==> src/rtl/csr_pkg.sv <==
// ---------------------------------------------------------------------------
// csr_pkg
// Shared types and constants for the CSR access controller.
//   csr_op_t      : CSR instruction operation (RW / RS / RC)
//   priv_mode_t   : privilege level encoding (U / S / M)
//   ctrl_state_t  : controller FSM states
//   *_FIELD_*     : CSR address sub-fields (minimum privilege, access type)
// ---------------------------------------------------------------------------
package csr_pkg;

  typedef enum logic [1:0] {
    CSR_OP_NONE = 2'b00,
    CSR_OP_RW   = 2'b01,
    CSR_OP_RS   = 2'b10,
    CSR_OP_RC   = 2'b11
  } csr_op_t;

  typedef enum logic [1:0] {
    PRIV_U    = 2'b00,
    PRIV_S    = 2'b01,
    PRIV_RSVD = 2'b10,
    PRIV_M    = 2'b11
  } priv_mode_t;

  typedef enum logic [2:0] {
    ST_IDLE,
    ST_READ,
    ST_WRITE,
    ST_RESP,
    ST_TWRITE
  } ctrl_state_t;

  // addr[9:8] holds the lowest privilege allowed to touch the CSR
  localparam int PRIV_FIELD_HI = 9;
  localparam int PRIV_FIELD_LO = 8;
  // addr[11:10] == 2'b11 marks a read-only CSR
  localparam int ACC_FIELD_HI  = 11;
  localparam int ACC_FIELD_LO  = 10;
  localparam logic [1:0] ACC_READ_ONLY = 2'b11;

  // Set/clear operations are the ones whose write can be elided
  function automatic logic is_set_clear(input csr_op_t op);
    return (op == CSR_OP_RS) || (op == CSR_OP_RC);
  endfunction

endpackage

==> src/rtl/csr_rmw_alu.sv <==
// ---------------------------------------------------------------------------
// csr_rmw_alu
// Combinational read-modify-write unit for CSR instructions.
// Ports:
//   i_op        in  2     operation (csr_op_t encoding)
//   i_old       in  XLEN  current CSR value
//   i_src       in  XLEN  source operand (rs1 value or zero-extended imm)
//   i_src_zero  in  1     source register index / immediate is zero
//   o_new       out XLEN  value to write back
//   o_suppress  out 1     write must not happen (RS/RC with zero source)
// ---------------------------------------------------------------------------
module csr_rmw_alu
  import csr_pkg::*;
#(
  parameter int XLEN = 32
) (
  input  logic [1:0]      i_op,
  input  logic [XLEN-1:0] i_old,
  input  logic [XLEN-1:0] i_src,
  input  logic            i_src_zero,
  output logic [XLEN-1:0] o_new,
  output logic            o_suppress
);

  csr_op_t w_op;
  assign w_op = csr_op_t'(i_op);

  always_comb begin
    o_new = i_src;
    case (w_op)
      CSR_OP_RS: o_new = i_old | i_src;
      CSR_OP_RC: o_new = i_old & ~i_src;
      default:   o_new = i_src;
    endcase
  end

  // Suppression is keyed on the source *index* being zero, not on the value
  assign o_suppress = is_set_clear(w_op) && i_src_zero;

endmodule

==> src/rtl/csr_access_ctrl.sv <==
// ---------------------------------------------------------------------------
// csr_access_ctrl
// Sequences CSR instructions (read, legality check, read-modify-write,
// response) against a CSR file, and optionally accepts direct writes from a
// trap unit which take priority over instructions when both arrive in IDLE.
//
// Configuration macro: CSR_TRAP_PORT_EN
//   defined   -> trap write port and TWRITE state are active
//   undefined -> trap_ready tied low, trap inputs ignored
//
// Ports:
//   clock, reset                 rising-edge clock, async active-high reset
//   instr_valid / instr_ready    instruction request handshake
//   instr_op, instr_use_imm, instr_imm, instr_rs1_val, instr_rs1_is_x0,
//   instr_addr, instr_priv       instruction fields
//   resp_valid / resp_ready      response handshake
//   resp_rdata, resp_illegal     old CSR value (0 if illegal), illegal flag
//   trap_valid / trap_ready, trap_addr, trap_wdata   trap-unit write port
//   csr_rd_en, csr_wr_en, csr_addr, csr_wdata        CSR file control
//   csr_rdata, csr_exists        CSR file read data / implemented flag
// ---------------------------------------------------------------------------
module csr_access_ctrl
  import csr_pkg::*;
#(
  parameter int XLEN       = 32,
  parameter int CSR_ADDR_W = 12
) (
  input  logic                  clock,
  input  logic                  reset,
  input  logic                  instr_valid,
  output logic                  instr_ready,
  input  logic [1:0]            instr_op,
  input  logic                  instr_use_imm,
  input  logic [4:0]            instr_imm,
  input  logic [XLEN-1:0]       instr_rs1_val,
  input  logic                  instr_rs1_is_x0,
  input  logic [CSR_ADDR_W-1:0] instr_addr,
  input  logic [1:0]            instr_priv,
  output logic                  resp_valid,
  input  logic                  resp_ready,
  output logic [XLEN-1:0]       resp_rdata,
  output logic                  resp_illegal,
  input  logic                  trap_valid,
  output logic                  trap_ready,
  input  logic [CSR_ADDR_W-1:0] trap_addr,
  input  logic [XLEN-1:0]       trap_wdata,
  output logic                  csr_rd_en,
  output logic                  csr_wr_en,
  output logic [CSR_ADDR_W-1:0] csr_addr,
  output logic [XLEN-1:0]       csr_wdata,
  input  logic [XLEN-1:0]       csr_rdata,
  input  logic                  csr_exists
);

  ctrl_state_t           r_state;
  logic                  r_csr_rd_en;
  logic                  r_csr_wr_en;
  logic [CSR_ADDR_W-1:0] r_csr_addr;
  logic [XLEN-1:0]       r_csr_wdata;
  logic                  r_resp_valid;
  logic [XLEN-1:0]       r_resp_rdata;
  logic                  r_resp_illegal;
  logic [1:0]            r_op;
  logic [1:0]            r_priv;
  logic [XLEN-1:0]       r_src;
  logic                  r_src_zero;

  logic                  w_idle;
  logic                  w_acc_instr;
  logic [XLEN-1:0]       w_new_val;
  logic                  w_suppress;
  logic                  w_illegal;

  // Ready is gated by reset so every output reads 0 while reset is held
  assign w_idle = (r_state == ST_IDLE) && !reset;

`ifdef CSR_TRAP_PORT_EN
  logic w_acc_trap;
  assign trap_ready  = w_idle;
  assign instr_ready = w_idle && !trap_valid;
  assign w_acc_trap  = trap_valid && w_idle;
`else
  logic w_trap_unused;
  assign trap_ready    = 1'b0;
  assign instr_ready   = w_idle;
  assign w_trap_unused = ^{trap_valid, trap_addr, trap_wdata};
`endif

  assign w_acc_instr = instr_valid && instr_ready;

  csr_rmw_alu #(.XLEN(XLEN)) u_rmw_alu (
    .i_op       (r_op),
    .i_old      (csr_rdata),
    .i_src      (r_src),
    .i_src_zero (r_src_zero),
    .o_new      (w_new_val),
    .o_suppress (w_suppress)
  );

  // Read-only violation only counts when a write would actually happen,
  // so csrrs/csrrc with a zero source remain legal reads of RO CSRs.
  assign w_illegal = !csr_exists
                  || (r_priv < r_csr_addr[PRIV_FIELD_HI:PRIV_FIELD_LO])
                  || (!w_suppress &&
                      (r_csr_addr[ACC_FIELD_HI:ACC_FIELD_LO] == ACC_READ_ONLY));

  always_ff @(posedge clock or posedge reset) begin
    if (reset) begin
      r_state        <= ST_IDLE;
      r_csr_rd_en    <= 1'b0;
      r_csr_wr_en    <= 1'b0;
      r_csr_addr     <= '0;
      r_csr_wdata    <= '0;
      r_resp_valid   <= 1'b0;
      r_resp_rdata   <= '0;
      r_resp_illegal <= 1'b0;
      r_op           <= 2'b00;
      r_priv         <= 2'b00;
      r_src          <= '0;
      r_src_zero     <= 1'b0;
    end else begin
      case (r_state)
        ST_IDLE: begin
`ifdef CSR_TRAP_PORT_EN
          if (w_acc_trap) begin
            r_state     <= ST_TWRITE;
            r_csr_wr_en <= 1'b1;
            r_csr_addr  <= trap_addr;
            r_csr_wdata <= trap_wdata;
          end else
`endif
          if (w_acc_instr) begin
            r_state     <= ST_READ;
            r_csr_rd_en <= 1'b1;
            r_csr_addr  <= instr_addr;
            r_op        <= instr_op;
            r_priv      <= instr_priv;
            r_src       <= instr_use_imm ? {{(XLEN-5){1'b0}}, instr_imm}
                                         : instr_rs1_val;
            r_src_zero  <= instr_use_imm ? (instr_imm == 5'd0)
                                         : instr_rs1_is_x0;
          end
        end
        // csr_rdata is combinational on csr_addr, so old value, legality
        // and the write-back value are all resolved at the end of READ.
        ST_READ: begin
          r_state        <= ST_WRITE;
          r_csr_rd_en    <= 1'b0;
          r_csr_wr_en    <= !w_illegal && !w_suppress;
          r_csr_wdata    <= w_new_val;
          r_resp_rdata   <= w_illegal ? '0 : csr_rdata;
          r_resp_illegal <= w_illegal;
        end
        ST_WRITE: begin
          r_state      <= ST_RESP;
          r_csr_wr_en  <= 1'b0;
          r_resp_valid <= 1'b1;
        end
        ST_RESP: begin
          if (resp_ready) begin
            r_state      <= ST_IDLE;
            r_resp_valid <= 1'b0;
          end
        end
`ifdef CSR_TRAP_PORT_EN
        ST_TWRITE: begin
          r_state     <= ST_IDLE;
          r_csr_wr_en <= 1'b0;
        end
`endif
        default: begin
          r_state     <= ST_IDLE;
          r_csr_rd_en <= 1'b0;
          r_csr_wr_en <= 1'b0;
        end
      endcase
    end
  end

  assign csr_rd_en    = r_csr_rd_en;
  assign csr_wr_en    = r_csr_wr_en;
  assign csr_addr     = r_csr_addr;
  assign csr_wdata    = r_csr_wdata;
  assign resp_valid   = r_resp_valid;
  assign resp_rdata   = r_resp_rdata;
  assign resp_illegal = r_resp_illegal;

endmodule

==> config.mk <==
export PLATFORM = sky130hd
export DESIGN_NAME = csr_access_ctrl
export DESIGN_NICKNAME = d
export VERILOG_FILES = /design/src/rtl/csr_pkg.sv /design/src/rtl/csr_rmw_alu.sv /design/src/rtl/csr_access_ctrl.sv
export SDC_FILE = /design/constraint.sdc
export NUM_CORES = 1
export LEC_CHECK = 0
export ABC_AREA = 1
export CAP_MARGIN = 10
export CELL_PAD_IN_SITES_DETAIL_PLACEMENT = 1
export CELL_PAD_IN_SITES_GLOBAL_PLACEMENT = 1
export CORE_ASPECT_RATIO = 1.1
export CORE_MARGIN = 5
export CORE_UTILIZATION = 31
export CTS_CLUSTER_SIZE = 12
export DETAILED_ROUTE_END_ITERATION = 7
export PLACE_DENSITY_LB_ADDON = 0.15
export SYNTH_ARGS = -nofsm -noshare
export SYNTH_HDL_FRONTEND = slang
export SYNTH_SLANG_ARGS = --single-unit
export TNS_END_PERCENT = 100
==> constraint.sdc <==
create_clock -name clock -period 5 [get_ports clock]
set_clock_uncertainty 0.05 [all_clocks]
set_input_delay 1 -clock clock [delete_from_list [all_inputs] [get_ports clock]]
set_output_delay 1 -clock clock [all_outputs]
set_load 0.005 [all_outputs]
==> results.py <==
metrics = {
    "global_route": {
        "grt_pass1_wl_um": 27300,
        "first_global_vias": 5142,
        "grt_max_degree": 93,
        "antenna_found_initial": 0,
        "grt_overflow": 0,
        "grt_use_total": 0.175,
    },
    "cells_and_area": {
        "layout_common_cells": "172 x clkdlybuf4s50_1, 118 x dfrtp_1, 114 x nand2_1",
        "fin_area_um2": 7770,
        "drive_above_1_share": 0.0858,
        "n_fill_cell": 1958,
        "diodes": 0,
        "final_common_cell": "clkdlybuf4s50_1",
        "nNetsFinal": 864,
        "final_util": 0.458,
        "area_growth_pct": 46.3,
    },
    "clock_network": {
        "cts.htree.levels": 4,
        "tritoncts": "done",
        "clk_pin_slew_ns": 0.06,
        "clock_latency_ns": 0.42,
        "root_buffer": "clkbuf_16",
        "post_cts_buffers": 0,
        "numCtsBuffers": 17,
        "cts-resized-gates": 0,
        "hold_buffers": 0,
        "clk_path_buf_depth": 2,
        "clkSinkCount": 119,
    },
    "yosys": {
        "synth_cell_types": 27,
        "ys.flop_type": "dfrtp_1",
        "synth_nets": 706,
        "synth_edf_count": 0,
        "syn_area_um2": 5310,
        "yosys_warnings": 0,
        "synth_seq_cells": 119,
        "async_reset_ff_frac": 1.00,
        "avgSynthCellArea_um2": 9.42,
        "syn_inst": 564,
        "ys_seq_area_frac": 0.560,
    },
    "hold_path": {
        "hold_path_class": "reg -> reg",
    },
    "routing": {
        "wl_per_cell_um": 17.5,
        "drtPass1Iterations": 4,
        "drt_iter0_markers": 135,
        "viasPerCell": 4.74,
        "ant_nets": 0,
        "totalWireLength_um": 17000,
        "vias": 4586,
        "drc": 0,
    },
    "critical_path": {
        "cp.arrival_ns": 2.18,
        "critPathTopFamily": "buffers and inverters",
        "slowest_delay_ns": 0.52,
        "startpoint_type": "input pin",
        "critPathCaptureType": "output port",
        "path_cells": "clkdlybuf4s50_1, nor2_4, clkdlybuf4s50_1",
        "crit_buf_inv": 2,
        "critPathMaxFanout": 2,
        "required_ns": 3.95,
        "cp_slowest_cell": "clkdlybuf4s50_1",
        "critPathKind": "in -> out",
        "crit_top_cell": "clkdlybuf4s50_1",
    },
    "placed_design": {
        "dp_hpwl_um": 11200,
        "port_buffers": 172,
        "post_dp_cell_area_um2": 7170,
        "gp_congestion": 0.772,
    },
    "power_and_ir_drop": {
        "leakagePower_nw": 3.36,
        "swShare": 0.344,
        "ir_drop_v": 0.000417,
        "totalPowerFinal_mw": 4.79,
        "comb_power_share": 0.387,
        "p_per_area_nw_per_um2": 616,
        "power_frac_seq": 0.350,
        "p_switching_mw": 1.65,
        "clkPwrFrac": 0.263,
        "p_int_mw": 3.14,
    },
    "outcome": {
        "run_status": "complete, no violations",
    },
    "sta": {
        "maxSlewViolCount": 0,
        "slew_headroom": 0.226,
        "rsz0062_at_grt": "no",
        "post-route-min-period_ns": 3.23,
        "setup_viol": 0,
        "max_slew.worst_pin.slew_ns": 1.16,
        "max_freq_mhz": 310,
        "hold_ws_ns": 0.431,
        "setup_tns_ns": 0,
        "post-route-period-util": 0.646,
        "hold_viol_final": 0,
    },
    "floorplanning": {
        "rows": 50,
        "die_w_um": 135,
        "fp.coreArea_um2": 17000,
        "initial_utilization": 0.313,
        "ioPinCount": 219,
        "dieArea_um2": 19900,
        "die_y_um": 147,
    },
    "run": {
        "drv_cap": 0,
    },
}
-- path summary, 6_finish.rpt --
kind                       slack, ns             to     startpoint  cells past startpoint
max                             1.77    instr_ready          reset                      3
min                             0.43  csr_wdata[28]  csr_wdata[28]                      2
max reg2reg                     2.18      r_src[31]     r_state[0]                      9
min reg2reg                     0.43  csr_wdata[28]  csr_wdata[28]                      2
max in group asynchronous       2.87  csr_wdata[17]          reset                      3
min in group asynchronous       1.21     resp_valid          reset                      2
-- through the flow --
step | cells | worst slack, ns
6_report | 968 | 1.77
5_1_grt | 968 | 1.64
4_1_cts | 968 | 1.76
3_5_place_dp | 937 | 1.42
3_3_place_gp | 937 | 1.45
2_1_floorplan | 564 | 0.793
-- power by group through the flow --
| stage | sequential, mW | clock (mW) | combinational [mW] |
|---|---|---|---|
| floorplan | 1.61 | 0 | 0.964 |
| CTS | 1.68 | 1.29 | 1.90 |
| global placement | 1.67 | 0 | 1.82 |
| global route | 1.73 | 1.34 | 2.07 |
| detailed placement | 1.69 | 0 | 1.89 |
| finish | 1.67 | 1.26 | 1.85 |
-- routing by layer --
metal  wire (µm)  up-vias  global-route usage
met3        1080       26              0.0534
met4         286        0              0.0560
met5           0        -                   0
li1            -     2188                   -
met1        7050     2243               0.208
met2        8550      129               0.303
-- state kept, by name, summed over array words and instances (netlist names) --
name and cells:
r_src 32, r_src_zero 1, csr_rd_en 1, r_op 2, resp_valid 1, r_priv 2, r_state 2, resp_rdata 32
csr_addr 12, csr_wr_en 1, resp_illegal 1, csr_wdata 32
-- cell families (layout without fill, tap and decap cells) --
logic type | after synthesis | after routing | share of synthesized area
buffers and inverters | 84 | 254 | 0.0758
AND/OR/NAND/NOR | 160 | 160 | 0.134
adder cells (fa/ha/maj) | 5 | 5 | 0.0118
AO/OA/AOI/OAI | 170 | 170 | 0.170
other | 1 | 1 | 0.000706
flip-flops | 119 | 119 | 0.560
multiplexers | 25 | 25 | 0.0471
-- Yosys cell counts (5+ instances only) --
library cell    n  area [µm²]
inv_1          44         165
o21ai_2        10        87.6
a21oi_1        60         300
o21ai_0        81         405
mux2i_1        25         250
nand3_2        10         100
nor2_1         10        37.5
buf_2          15        75.1
o31ai_1         5        37.5
dfrtp_1       119        2980
clkbuf_1       13        48.8
ha_1            5        62.6
nand3_1        22         110
nand2_1       114         428
o21ai_1        12        60.1
-- worst min-delay path, stage by stage, from the launching register on --
cell and delay, ns:
dfrtp_1 0.34, nand2_1 0.05, o21ai_0 0.06
-- final cells by class --
type / count / area, µm² / share of cell area
multi-input cells: 361 / 1950 / 0.250
repair buffers: 177 / 1770 / 0.228
clock inverters: 9 / 123 / 0.0158
flip-flops and latches: 119 / 2980 / 0.383
well taps: 234 / 293 / 0.0377
clock buffers: 22 / 484 / 0.0623
inverters: 46 / 176 / 0.0227
Note: power is estimated with default switching activity, not from simulation.
